### src/rtl/dino_pkg.sv
// rtl/dino_pkg.sv - shared dino game constants and FSM encoding
package dino_pkg;

    typedef enum logic [1:0] {
        ST_GROUND  = 2'd0,
        ST_ASCEND  = 2'd1,
        ST_DESCEND = 2'd2
    } dino_state_t;

    localparam int H_ACTIVE = 640;
    localparam int V_ACTIVE = 480;
    localparam int GROUND_Y = 400;

endpackage

### src/rtl/dino_sprite_rom.sv
// rtl/dino_sprite_rom.sv - 20x22 two-frame dino bitmap, column 0 is the MSB
module dino_sprite_rom (
    input  logic [4:0] i_row,
    input  logic [4:0] i_col,
    input  logic       i_frame,
    output logic       o_bit
);

    logic [19:0] w_line;

    // Rows 18-21 carry the legs; everything above is shared by both frames.
    always_comb begin
        w_line = '0;
        case (i_row)
            5'd0:  w_line = 20'b00000_00011_11111_10000;
            5'd1:  w_line = 20'b00000_00110_11111_11000;
            5'd2:  w_line = 20'b00000_00111_11111_11000;
            5'd3:  w_line = 20'b00000_00111_11111_11000;
            5'd4:  w_line = 20'b00000_00111_11000_00000;
            5'd5:  w_line = 20'b00000_00111_11111_00000;
            5'd6:  w_line = 20'b10000_01111_11000_00000;
            5'd7:  w_line = 20'b10000_11111_11000_00000;
            5'd8:  w_line = 20'b11001_11111_11110_00000;
            5'd9:  w_line = 20'b11111_11111_11010_00000;
            5'd10: w_line = 20'b11111_11111_11000_00000;
            5'd11: w_line = 20'b01111_11111_11000_00000;
            5'd12: w_line = 20'b00111_11111_11000_00000;
            5'd13: w_line = 20'b00011_11111_10000_00000;
            5'd14: w_line = 20'b00001_11111_10000_00000;
            5'd15: w_line = 20'b00000_11111_00000_00000;
            5'd16: w_line = 20'b00000_11101_10000_00000;
            5'd17: w_line = 20'b00000_11000_10000_00000;
            5'd18: w_line = i_frame ? 20'b00000_01100_10000_00000 : 20'b00000_11000_11000_00000;
            5'd19: w_line = i_frame ? 20'b00000_00000_10000_00000 : 20'b00000_10000_00000_00000;
            5'd20: w_line = i_frame ? 20'b00000_00000_10000_00000 : 20'b00000_10000_00000_00000;
            5'd21: w_line = i_frame ? 20'b00000_00000_11000_00000 : 20'b00000_11000_00000_00000;
            default: w_line = '0;
        endcase
    end

    assign o_bit = (i_col < 5'd20) ? w_line[5'd19 - i_col] : 1'b0;

endmodule

### src/rtl/dino_gen.sv
// rtl/dino_gen.sv - dino jump physics, leg animation and per-pixel sprite flag
module dino_gen #(
    parameter int DINO_X     = 80,
    parameter int GROUND_Y   = dino_pkg::GROUND_Y,
    parameter int DINO_W     = 20,
    parameter int DINO_H     = 22,
    parameter int JUMP_V0    = 12,
    parameter int GRAVITY    = 1,
    parameter int LEG_PERIOD = 6,
    parameter int V_ACTIVE   = dino_pkg::V_ACTIVE
) (
    input  logic       clk,
    input  logic       rst,
    input  logic [9:0] h_cnt,
    input  logic [9:0] v_cnt,
    input  logic       valid,
    input  logic       jump,
    input  logic       game_run,
    output logic       black_dino,
    output logic [6:0] height,
    output logic       airborne
);
    import dino_pkg::*;

    localparam int LEG_W = (LEG_PERIOD > 1) ? $clog2(LEG_PERIOD) : 1;
    localparam logic [9:0] L_X0   = 10'(DINO_X);
    localparam logic [9:0] L_X1   = 10'(DINO_X + DINO_W);
    localparam logic [9:0] L_BASE = 10'(GROUND_Y - DINO_H);
    localparam logic [9:0] L_H    = 10'(DINO_H);
    localparam logic [9:0] L_VACT = 10'(V_ACTIVE);
    localparam logic [5:0] L_V0   = 6'(JUMP_V0);
    localparam logic [5:0] L_G    = 6'(GRAVITY);
    localparam logic [LEG_W-1:0] L_LEG_LAST = LEG_W'(LEG_PERIOD - 1);

    dino_state_t      r_state;
    logic [6:0]       r_height;
    logic [5:0]       r_spd;
    logic             r_jump_req;
    logic [LEG_W-1:0] r_leg_cnt;
    logic             r_leg_phase;
    logic [9:0]       r_v_cnt_q;
    logic             r_jump_q;

    logic       w_tick;
    logic       w_jump_edge;
    logic [5:0] w_spd_inc;

    assign w_tick      = (v_cnt == L_VACT) && (r_v_cnt_q != L_VACT);
    assign w_jump_edge = jump && !r_jump_q;
    assign w_spd_inc   = r_spd + L_G;

    always_ff @(posedge clk) begin
        if (rst) begin
            r_state     <= ST_GROUND;
            r_height    <= '0;
            r_spd       <= '0;
            r_jump_req  <= 1'b0;
            r_leg_cnt   <= '0;
            r_leg_phase <= 1'b0;
            r_v_cnt_q   <= '0;
            r_jump_q    <= 1'b0;
        end else begin
            r_v_cnt_q <= v_cnt;
            r_jump_q  <= jump;
            if (game_run) begin
                // Only a grounded dino may buffer a request, so airborne edges vanish.
                if (r_state != ST_GROUND || w_tick)
                    r_jump_req <= 1'b0;
                else if (w_jump_edge)
                    r_jump_req <= 1'b1;

                if (w_tick) begin
                    case (r_state)
                        ST_GROUND: begin
                            if (r_jump_req) begin
                                r_spd   <= L_V0;
                                r_state <= ST_ASCEND;
                            end
                            if (r_leg_cnt == L_LEG_LAST) begin
                                r_leg_cnt   <= '0;
                                r_leg_phase <= !r_leg_phase;
                            end else begin
                                r_leg_cnt <= r_leg_cnt + 1'b1;
                            end
                        end
                        ST_ASCEND: begin
                            r_height <= r_height + {1'b0, r_spd};
                            if (r_spd > L_G) begin
                                r_spd <= r_spd - L_G;
                            end else begin
                                r_spd   <= L_G;
                                r_state <= ST_DESCEND;
                            end
                        end
                        ST_DESCEND: begin
                            if (r_height <= {1'b0, r_spd}) begin
                                r_height <= '0;
                                r_spd    <= '0;
                                r_state  <= ST_GROUND;
                            end else begin
                                r_height <= r_height - {1'b0, r_spd};
                                r_spd    <= (w_spd_inc > L_V0) ? L_V0 : w_spd_inc;
                            end
                        end
                        default: begin
                            r_height <= '0;
                            r_spd    <= '0;
                            r_state  <= ST_GROUND;
                        end
                    endcase
                end
            end
        end
    end

    logic [9:0] w_top;
    logic [9:0] w_row;
    logic [4:0] w_col;
    logic       w_in_box;
    logic       w_frame;
    logic       w_rom_bit;

    assign w_top    = L_BASE - {3'b000, r_height};
    assign w_row    = v_cnt - w_top;
    assign w_col    = 5'(h_cnt - L_X0);
    assign w_in_box = (h_cnt >= L_X0) && (h_cnt < L_X1) && (v_cnt >= w_top) && (w_row < L_H);
    assign w_frame  = (r_state == ST_GROUND) && r_leg_phase;

    dino_sprite_rom u_rom (
        .i_row   (w_row[4:0]),
        .i_col   (w_col),
        .i_frame (w_frame),
        .o_bit   (w_rom_bit)
    );

    assign black_dino = valid && w_in_box && w_rom_bit;
    assign height     = r_height;
    assign airborne   = (r_state != ST_GROUND);

endmodule
### config.mk
export PLATFORM = sky130hd
export DESIGN_NAME = dino_gen
export DESIGN_NICKNAME = d
export VERILOG_FILES = /design/src/rtl/dino_pkg.sv /design/src/rtl/dino_sprite_rom.sv /design/src/rtl/dino_gen.sv
export SDC_FILE = /design/constraint.sdc
export NUM_CORES = 1
export LEC_CHECK = 0
export ABC_AREA = 1
export CAP_MARGIN = 20
export CELL_PAD_IN_SITES_DETAIL_PLACEMENT = 0
export CELL_PAD_IN_SITES_GLOBAL_PLACEMENT = 1
export CORE_MARGIN = 2
export CORE_UTILIZATION = 41
export CTS_CLUSTER_SIZE = 16
export DETAILED_ROUTE_END_ITERATION = 12
export PLACE_DENSITY = 0.87
export SKIP_LAST_GASP = 1
export SYNTH_ARGS = -nofsm -noshare
export SYNTH_HDL_FRONTEND = slang
export SYNTH_SLANG_ARGS = --single-unit
### constraint.sdc
create_clock -name clk -period 4 [get_ports clk]
set_clock_uncertainty 0.05 [all_clocks]
set_input_delay 0.6 -clock clk [delete_from_list [all_inputs] [get_ports clk]]
set_output_delay 0.6 -clock clk [all_outputs]
set_load 0.1 [all_outputs]
==> results of run 1 <==
critical path, delay by kind of cell:
kind / cells / cell delay (ns)
compound gates: 2 / 0.32
fa+ha+maj: 1 / 0.35
buf+inv: 2 / 0.75
simple gates: 12 / 1.14
worst max-delay path by stage:
stage | slack (ns) | from | depth (start not counted) | to
after floorplan | 0.03 | height[6] | 10 | black_dino
after global placement | -0.1 | v_cnt[0] | 20 | black_dino
after detailed placement | -0.14 | v_cnt[0] | 22 | black_dino
after CTS | 0.006 | v_cnt[0] | 20 | black_dino
after global routing | 0.00005 | height[0] | 20 | black_dino
final | 0.18 | v_cnt[3] | 17 | black_dino
state kept, by name, indices dropped and copies added, names as in the netlist:
signal	count
r_leg_cnt	3
height	7
r_state	2
r_jump_q	1
r_v_cnt_q	10
r_jump_req	1
r_spd	6
r_leg_phase	1
area by class of cell:
class	instances	area (sq um)	share of cell area [%]
Multi-Input combinational cell	383	2440	59.7
Sequential cell	31	631	15.5
Timing Repair Buffer	53	495	12.1
Inverter	74	278	6.81
Tap cell	102	128	3.13
Clock buffer	7	108	2.64
Clock inverter	1	5.00	0.123
metal layers:
metal / up-vias / share of wire [%] / GRT usage, %
met5: - / 0 / 0
met3: 17 / 3.8 / 3.29
met2: 75 / 53 / 39.6
met1: 1557 / 41 / 23.5
li1: 1751 / - / -
met4: 0 / 2.9 / 7.96
what timing repair did:
| item | in CTS | in global routing |
|---|---|---|
| gates resized for setup | 15 | 43 |
| hold buffers | 0 | 0 |
| pin swaps | 13 | 20 |
| cloned | 1 | 0 |
| setup buffers | 1 | 1 |
| setup endpoints to repair | 1 | 1 |
cells in the final DEF (no fill, tap or decap), types with 9 or more instances in the layout:
| master | netlist | final |
|---|---|---|
| nand2_1 | 88 | 79 |
| inv_1 | 73 | 66 |
| nor2_1 | 68 | 60 |
| a21oi_1 | 38 | 37 |
| clkdlybuf4s50_1 | 0 | 30 |
| nand3_1 | 32 | 28 |
| ha_1 | 31 | 27 |
| dfxtp_1 | 31 | 27 |
| buf_4 | 0 | 20 |
| o21ai_0 | 22 | 19 |
| nand4_1 | 14 | 14 |
| nand2_2 | 8 | 13 |
| xor2_1 | 11 | 11 |
| nor3_1 | 10 | 9 |
stage by stage:
stage	hold slack, ns	worst slack, ns
6_report	0.398	0.179
5_1_grt	0.436	0.0000513
3_3_place_gp	0.382	-0.0960
3_5_place_dp	0.391	-0.142
2_1_floorplan	0.373	0.0256
4_1_cts	0.401	0.00622
power by group through the flow:
stage | registers (W) | clock network, W | logic, W
after floorplan | 0.000322 | 0 | 0.000107
after global placement | 0.000323 | 0 | 0.000173
after detailed placement | 0.000323 | 0 | 0.000174
after CTS | 0.000316 | 0.000299 | 0.000184
after global routing | 0.000316 | 0.000317 | 0.000223
final | 0.000316 | 0.000292 | 0.000202
kinds of logic after synthesis:
kind of cell,after synthesis
and+or+nand+nor,238
AOI/OAI and AO/OA,91
buffers and inverters,81
adders and majority gates,34
DFF,31
xor gates and xnor gates,19
==> impl_results.md, run 1 <==
- Max-cap violations: 0
- Worst Hold End: r_leg_cnt[2]
- Leak pwr: 1.84 nW
- Worst R2R Setup Slack: 1.24 ns
- Clock Tree Root: clkbuf_8
- Critical path's most frequent cell: nand2_1
- Synth Instances: 494
- Internal power: 0.000577 W
- Hold Path Stages: 2
- Core region area: 7610 sq um
- Commonest cells post-synth: nand2_1, inv_1, nor2_1, a21oi_1, nand3_1
- Total of fill cells in the finished design: 756
- Fraction of layout cells with a size suffix above 1: 16.6%
- Longest Clk Path Bufs: 2
- Xor and xnor area share after synthesis: 5.49%
- DP Wirelength: 7.00 mm
- Post-Syn Area: 3170 sq um
- Total CTS buffers: 5
- Synth top area share: 19.6%
- Top-count cell post-synth: nand2_1
- Avg WL per Cell: 13.3 microns
- Switching Share: 28.7%
- Compound-Gate Fraction of Synth Area: 16.9%
- Cell taking the most area after synthesis: dfxtp_1
- Nets: 607
- PortBufs: 33
- Largest net degree at the start of global routing: 26
- TritonCTS clock tree: yes
- Final WL: 8.65 mm
- Seq pwr share: 39.0%
- Async S/R FF share, synth: 0%
- Synth unique cells: 43
- Rows: 32
- Final period utilization: 95.5%
- DP Cell Count: 640
- Die ar.: 8450 sq um
- Min cycle time layout: 3.82 ns
- GR Overflow Total: 0
- Initial antenna violation count: 0
- Synth Area in Simple Gates: 34.1%
- Synthesized area per cell: 6.42 sq um
- Layout Utilization: 53.6%
- GP Congestion: 0.894
- Overall die height: 91.9 microns
- Mux share of post-synthesis cell area: 0%
- Worst r2r src: r_spd[2]
- First-pass GRT wire length: 14.5 mm
- TritonRoute pass-1 iters: 4
- Vias: 3,400
- Worst Tran Pin Value: 0.965 ns
- Clk slew on worst S/H paths: 0.07 ns
- Vias in the first global route: 3,231
- CP Launch Type: input pin
- Register bit total from synthesis: 31
- Largest family of logic cells by synthesized area: simple AND/OR/NAND/NOR gates
- Final slew viol count: 0
- Clock Power Share: 36.1%
- Cell Pwr Density: 199 nW/um^2
- Max Fclk: 262 MHz
- Hold path start: r_leg_cnt[2]
- Endpoints failing setup: 0
- Die W: 91.9 microns
- Worst vdd ir: 0.000120 V
- Synth Flop Type: dfxtp_1
- Outcome: completed
- Reg2Reg Capture Point: r_state[1]
- Area Overhead vs Synth: 28.7%
- Slowest CP cell: clkdlybuf4s50_1
- Placed Area: 3760 sq um
- Design Power: 0.000810 W
- Starting Density: 41.7%
- Post-synthesis adder-cell area fraction: 14.1%
- IO Pins: 34
- Yosys warns: 0
- TNS Setup: 0 ns
- Fin cells: 651
- All-Layer GR Usage: 21.0%
- Top cells by area, synth: dfxtp_1, ha_1, nand2_1, inv_1, nor2_1
- Critical path class: input pin to output pin
- Iter 0 DRT Violations: 143
- Later-pin clock latency in the skew report: 0.28 ns
- Crit path DAT: 3.17 ns
- RSZ-0062 raised after global routing: false
- Ant diodes: 0
- Final instance area: 4080 sq um
- NetSw: 0.000233 W
- Final hold vios: 0
- Mapped Nets: 553
- Worst Setup End Kind: output pin
- CP Cell Sequence: clkdlybuf4s50_1, ha_2, or2_4, nand3_4, nand2_4, nor2_4, nand2_2, o211ai_1, nand2_1, nand2_1, nand2_1, nand2_1, nand2_1, nand2_1, nand3_2, a21oi_4, buf_12
- Largest stage delay, worst path: 0.56 ns
- R2r worst-path depth: 12
- Via density per instance: 5.22
- Part of the power in combinational logic: 25.0%
- Detailed-route DRC error count: 0
- CTS H-tree lvls: 2
- Hold WC Path Type: register to register
- Final ANT Viol Nets: 0
- CTS Sinks: 31
- Sequential area share after synthesis: 19.6%
- Crit path max fanout: 6
- Max_slew headroom: 35.5%
- Critical Path RT: 3.35 ns
- Post-synth EDFFs: 0
Power figures use the tool's default switching activity.
==> run 2, diff against run 1 <==
--- a/config.mk
+++ b/config.mk
@@ -10,10 +10,10 @@
 export CELL_PAD_IN_SITES_DETAIL_PLACEMENT = 0
 export CELL_PAD_IN_SITES_GLOBAL_PLACEMENT = 1
 export CORE_MARGIN = 2
-export CORE_UTILIZATION = 41
+export CORE_UTILIZATION = 35
 export CTS_CLUSTER_SIZE = 16
 export DETAILED_ROUTE_END_ITERATION = 12
-export PLACE_DENSITY = 0.87
+export PLACE_DENSITY = 0.76
 export SKIP_LAST_GASP = 1
 export SYNTH_ARGS = -nofsm -noshare
 export SYNTH_HDL_FRONTEND = slang
==> run 2 against run 1 <==
  * Combinational power shrank 6%
  * Sequential share of layout area increased by 0.29 points
  * Setup slack improved by 0.032 ns
  * Non-clock buffer count is 3 higher
  * Die area grew 16%
  * Core utilization down 7.9 points
  * Critical path type unchanged
==> impl_results.md, run 2 (same netlist as run 1, synthesis figures left out) <==
- Worst Setup EP: black_dino (unchanged)
- Via density per instance: 5.16 (was 5.22)
- DP Wirelength: 7.37 mm (was 7.00 mm)
- Reg2Reg Capture Point: r_state[1] (unchanged)
- Final WS setup: 0.212 ns (was 0.179 ns)
- Hold Buf Count CTS: 0 (unchanged)
- Starting Density: 36.2% (was 41.7%)
- Clock Power Share: 34.2% (was 36.1%)
- Worst Setup End Kind: output pin (unchanged)
- Cell Pwr Density: 192 nW/um^2 (was 199 nW/um^2)
- Endpoints failing setup: 0 (unchanged)
- R2r worst-path depth: 12 (unchanged)
- Min cycle time layout: 3.79 ns (was 3.82 ns)
- Longest Clk Path Bufs: 2 (unchanged)
- Nets: 609 (was 607)
- Die W: 99.2 microns (was 91.9 microns)
- Leak pwr: 1.82 nW (was 1.84 nW)
- Final WL: 9.17 mm (was 8.65 mm)
- Total of fill cells in the finished design: 946 (was 756)
- Vias in the first global route: 3,184 (was 3,231)
- Final hold vios: 0 (unchanged)
- CTS Sinks: 31 (unchanged)
- Worst R2R Setup Slack: 1.26 ns (was 1.24 ns)
- Max reg flops: 10 (unchanged)
- CP Launch Type: input pin (unchanged)
- Fin cells: 659 (was 651)
- Slowest CP cell: clkdlybuf4s50_1 (unchanged)
- Ant diodes: 0 (unchanged)
- Initial antenna violation count: 0 (unchanged)
- Placement Setup Slack: -0.0874 ns (was -0.142 ns)
- Overall die height: 99.2 microns (was 91.9 microns)
- Clk slew on worst S/H paths: 0.06 ns (was 0.07 ns)
- TritonRoute pass-1 iters: 4 (unchanged)
- Final period utilization: 94.7% (was 95.5%)
- Max_slew headroom: 33.9% (was 35.5%)
- Commonest non-fill, non-tap cells in the layout: nand2_1, inv_1, nor2_1 (unchanged)
- Max Fclk: 264 MHz (was 262 MHz)
- Layout Utilization: 45.7% (was 53.6%)
- Seq pwr share: 41.0% (was 39.0%)
- Later-pin clock latency in the skew report: 0.29 ns (was 0.28 ns)
- Outcome: completed (unchanged)
- Fraction of layout cells with a size suffix above 1: 14.5% (was 16.6%)
- Max-cap violations: 0 (unchanged)
- Placed Area: 3770 sq um (was 3760 sq um)
- Total CTS buffers: 5 (unchanged)
- Crit path DAT: 3.14 ns (was 3.17 ns)
- GP Congestion: 0.878 (was 0.894)
- Final slew viol count: 0 (unchanged)
- NetSw: 0.000232 W (was 0.000233 W)
- Critical Path RT: 3.35 ns (about the same)
- Die ar.: 9840 sq um (was 8450 sq um)
- Largest Register: r_v_cnt_q (unchanged)
- All-Layer GR Usage: 18.8% (was 21.0%)
- Vias: 3,402 (was 3,400)
- Largest net degree at the start of global routing: 26 (unchanged)
- Worst r2r src: r_spd[1] (was r_spd[2])
- Rows: 34 (was 32)
- Hold_ws: 0.396 ns (was 0.398 ns)
- Worst Tran Pin Value: 0.988 ns (was 0.965 ns)
- CP Cell Sequence: clkdlybuf4s50_1, ha_4, buf_4, xnor2_2, inv_1, nor2_1, inv_1, nor2_4, a21oi_1, o211ai_1, nand2_1, nand2_1, nand4_1, a21oi_4, buf_12 (was clkdlybuf4s50_1, ha_2, or2_4, nand3_4, nand2_4, nor2_4, nand2_2, o211ai_1, nand2_1, nand2_1, nand2_1, nand2_1, nand2_1, nand2_1, nand3_2, a21oi_4, buf_12)
- Hold path start: r_leg_cnt[2] (unchanged)
- Detailed-route DRC error count: 0 (unchanged)
- Hold WC Path Type: register to register (unchanged)
- CTS H-tree lvls: 2 (unchanged)
- Largest stage delay, worst path: 0.56 ns (about the same)
- First-pass GRT wire length: 15.1 mm (was 14.5 mm)
- Avg WL per Cell: 13.9 microns (was 13.3 microns)
- IO Pins: 34 (unchanged)
- Worst vdd ir: 0.000147 V (was 0.000120 V)
- DP Cell Count: 647 (was 640)
- Part of the power in combinational logic: 24.7% (was 25.0%)
- Crit path max fanout: 6 (unchanged)
- Area Overhead vs Synth: 26.3% (was 28.7%)
- Final instance area: 4000 sq um (was 4080 sq um)
- Critical path class: input pin to output pin (unchanged)
- Core region area: 8760 sq um (was 7610 sq um)
- GR Overflow Total: 0 (unchanged)
- Iter 0 DRT Violations: 100 (was 143)
- PortBufs: 33 (unchanged)
- CP Launch Point: v_cnt[2] (was v_cnt[3])
- Clock Tree Root: clkbuf_8 (unchanged)
- Internal power: 0.000537 W (was 0.000577 W)
- Most common cell after layout, fill and taps aside: nand2_1 (unchanged)
- TritonCTS clock tree: yes (unchanged)
- Switching Share: 30.1% (was 28.7%)
- Final ANT Viol Nets: 0 (unchanged)
run 2: changes by cell type in the layout (fill, tap and decap cells not counted), moves of 3 or more:
| cell | previous run | this run |
|---|---|---|
| nor2_4 | 8 | 4 |
| nand3_1 | 28 | 31 |
| nand2_4 | 6 | 2 |
| nand2_1 | 79 | 86 |
| nor2_1 | 60 | 65 |
| nand2_2 | 13 | 9 |
| buf_4 | 20 | 23 |
run 2: repair_timing:
item / in CTS / in global routing
gates resized for setup: 4 / 31
setup buffers: 0 / 4
pin swaps: 0 / 15
gates cloned: 0 / 0
endpoints found under the setup margin: 1 / 1
run 2: layout make-up:
cell class	count	area (sq um)	area share, %
inverter	74	278	6.94
clock buffer	7	86.3	2.16
timing repair buffer	56	520	13.0
multi-input combinational	382	2350	58.7
tap	108	135	3.38
sequential	31	631	15.8
clock inverter	1	5.00	0.125
run 2: critical path: cells and delay by family:
family                   cells  cell delay, ns
adder cells (fa/ha/maj)      1            0.25
AND/OR/NAND/NOR              5            0.59
buffers and inverters        5            1.13
AO/OA/AOI/OAI                3            0.40
XOR/XNOR                     1            0.16
run 2: per-layer routing:
metal,vias up,GRT usage (%),routed length (microns)
met2,71,34.3,4590
met1,1562,23.6,4010
li1,1758,-,-
met4,0,3.79,138
met5,-,0,0
met3,11,2.60,430
run 2: power groups by stage:
stage / Combinational (W) / Sequential [W] / Clock (W)
final: 0.000190 / 0.000315 / 0.000263
after global routing: 0.000213 / 0.000316 / 0.000290
after CTS: 0.000179 / 0.000316 / 0.000271
after detailed placement: 0.000176 / 0.000323 / 0
after global placement: 0.000178 / 0.000323 / 0
after floorplan: 0.000107 / 0.000322 / 0
run 2: metrics by stage:
step	power [W]	setup TNS, ns
detailed placement	0.000499	-0.0874
CTS	0.000765	0
global placement	0.000500	-0.0693
floorplan	0.000429	0
global route	0.000819	-0.0374
finish	0.000769	0
run 2: how the worst min path moves through the flow:
stage | end | slack, ns | depth (start not counted)
after detailed placement | r_leg_cnt[2] | 0.39 | 2
after CTS | r_leg_cnt[2] | 0.40 | 2
final | r_leg_cnt[2] | 0.40 | 2
after global placement | r_leg_cnt[2] | 0.38 | 2
after global routing | r_leg_cnt[2] | 0.42 | 2
after floorplan | r_leg_cnt[2] | 0.37 | 2
==> run 3, diff against run 2 <==
==> constraint.sdc (replaced) <==
create_clock -name clk -period 4 [get_ports clk]
set_clock_uncertainty 0.05 [all_clocks]
set_input_delay 0.6 -clock clk [delete_from_list [all_inputs] [get_ports clk]]
set_output_delay 0.6 -clock clk [all_outputs]
set_load 0.005 [all_outputs]
==> run 3 against run 2 <==
  * Clock-buffer cell count down 1
  * Setup slack worse by 0.045 ns
  * Fmax down 1.2%
  * Combinational power up 5%
  * Flip-flop and latch count unchanged
==> impl_results.md, run 3 (same netlist as run 1, synthesis figures left out) <==
- Outcome: completed (unchanged)
- Worst R2R Setup Slack: 1.22 ns (was 1.26 ns)
- Die W: 99.2 microns (unchanged)
- IO Pins: 34 (unchanged)
- Longest Clk Path Bufs: 2 (unchanged)
- Leak pwr: 1.88 nW (was 1.82 nW)
- Cell Pwr Density: 190 nW/um^2 (was 192 nW/um^2)
- Crit path DAT: 3.18 ns (was 3.14 ns)
- Most common cell after layout, fill and taps aside: nand2_1 (unchanged)
- Fraction of layout cells with a size suffix above 1: 15.7% (was 14.5%)
- DP Wirelength: 7.40 mm (was 7.37 mm)
- Endpoints failing setup: 0 (unchanged)
- Final ANT Viol Nets: 0 (unchanged)
- GP Congestion: 0.908 (was 0.878)
- Largest Register: r_v_cnt_q (unchanged)
- Max-cap violations: 0 (unchanged)
- Final slew viol count: 0 (unchanged)
- Final WL: 9.30 mm (was 9.17 mm)
- Iter 0 DRT Violations: 104 (was 100)
- Max Fclk: 261 MHz (was 264 MHz)
- Area Overhead vs Synth: 28.2% (was 26.3%)
- GR Overflow Total: 0 (unchanged)
- Total CTS buffers: 5 (unchanged)
- Worst Setup End Kind: output pin (unchanged)
- Vias: 3,399 (was 3,402)
- Core region area: 8760 sq um (unchanged)
- First-pass GRT wire length: 15.2 mm (was 15.1 mm)
- TritonRoute pass-1 iters: 4 (unchanged)
- Nets: 627 (was 609)
- Fin cells: 676 (was 659)
- Final hold vios: 0 (unchanged)
- All-Layer GR Usage: 18.8% (about the same)
- Initial antenna violation count: 0 (unchanged)
- Die ar.: 9840 sq um (unchanged)
- Later-pin clock latency in the skew report: 0.28 ns (was 0.29 ns)
- Max reg flops: 10 (unchanged)
- Slowest CP cell: fa_2 (was clkdlybuf4s50_1)
- TritonCTS clock tree: yes (unchanged)
- Hold WC Path Type: register to register (unchanged)
- Detailed-route DRC error count: 0 (unchanged)
- Via density per instance: 5.03 (was 5.16)
- Final period utilization: 95.8% (was 94.7%)
- Largest stage delay, worst path: 0.57 ns (was 0.56 ns)
- Commonest non-fill, non-tap cells in the layout: nand2_1, inv_1, nor2_1 (unchanged)
- Rows: 34 (unchanged)
- CTS Sinks: 31 (unchanged)
- Avg WL per Cell: 13.8 microns (was 13.9 microns)
- CP Launch Type: input pin (unchanged)
- Hold_ws: 0.397 ns (was 0.396 ns)
- Critical path class: input pin to output pin (unchanged)
- Worst Tran Pin Value: 0.605 ns (was 0.988 ns)
- Critical path's most frequent cell: nand2_1
- Max_slew headroom: 59.1% (was 33.9%)
- CTS H-tree lvls: 2 (unchanged)
- Clk slew on worst S/H paths: 0.06 ns (about the same)
- Crit path max fanout: 4 (was 6)
- Min cycle time layout: 3.83 ns (was 3.79 ns)
- Critical Path RT: 3.35 ns (about the same)
- Largest net degree at the start of global routing: 26 (unchanged)
- Vias in the first global route: 3,202 (was 3,184)
- Overall die height: 99.2 microns (unchanged)
- PortBufs: 33 (unchanged)
- Starting Density: 36.2% (unchanged)
- DP Cell Count: 666 (was 647)
- Ant diodes: 0 (unchanged)
- Worst vdd ir: 0.0000795 V (was 0.000147 V)
- Clock Tree Root: clkbuf_8 (unchanged)
- CP Cell Sequence: clkdlybuf4s50_1, inv_1, ha_2, fa_2, inv_2, nor2_4, buf_4, nand2_1, buf_4, nor2_1, a31oi_1, o211ai_1, nand2_1, nand2_1, nand4_1, a21oi_2, clkbuf_2 (was clkdlybuf4s50_1, ha_4, buf_4, xnor2_2, inv_1, nor2_1, inv_1, nor2_4, a21oi_1, o211ai_1, nand2_1, nand2_1, nand4_1, a21oi_4, buf_12)
run 3: per-stage QoR:
stage          area [sq um]  TNS [ns]  worst slack, ns  total power (W)  util [%]
2_1_floorplan          3170         0            0.769         0.000429         -
3_3_place_gp           3890    -0.330           -0.330         0.000509      44.3
3_5_place_dp           3890    -0.365           -0.365         0.000509      44.3
4_1_cts                4000         0          0.00645         0.000771      45.6
5_1_grt                4070  -0.00983         -0.00983         0.000814      46.4
6_report               4070         0            0.167         0.000773      46.4
run 3: path summary, 6_finish.rpt:
kind,cells after the start,to,from
max reg2reg,12,r_state[0],r_spd[1]
min reg2reg,2,r_leg_cnt[2],r_leg_cnt[2]
min,2,r_leg_cnt[2],r_leg_cnt[2]
max,17,black_dino,v_cnt[0]
run 3: power by group:
group / switching (W) / internal, W
combinational: 0.000108 / 0.0000909
clock: 0.000121 / 0.000135
sequential: 0.00000213 / 0.000315
total: 0.000232 / 0.000541
run 3: what timing repair did:
item | CTS | global route
buffers inserted | 0 | 2
gates resized for setup | 9 | 20
pin swaps | 3 | 11
endpoints found under the setup margin | 1 | 1
gates cloned | 0 | 1
hold buffers | 0 | 0
endpoints found under the hold margin | 0 | 0
run 3: worst max-delay path: cells and delay by family:
family	cells	cell delay [ns]
AO/OA/AOI/OAI	3	0.33
buffers and inverters	6	0.93
AND/OR/NAND/NOR	6	0.56
adder cells (fa/ha/maj)	2	0.75
run 3: final cells by class:
class / instances / area (sq um)
Sequential cell: 31 / 621
Clock inverter: 1 / 5.00
Fill cell: 933 / 4700
Multi-Input combinational cell: 383 / 2320
Clock buffer: 6 / 82.6
Tap cell: 108 / 135
Timing Repair Buffer: 73 / 626
Inverter: 74 / 278
run 3: routing by layer:
metal | GRT usage [%] | part of all wire, % | vias up
met2 | 33.7 | 49 | 87
met4 | 6.22 | 1.9 | 0
met3 | 2.04 | 3.8 | 17
li1 | - | - | 1794
met5 | 0 | 0 | -
met1 | 23.4 | 45 | 1501
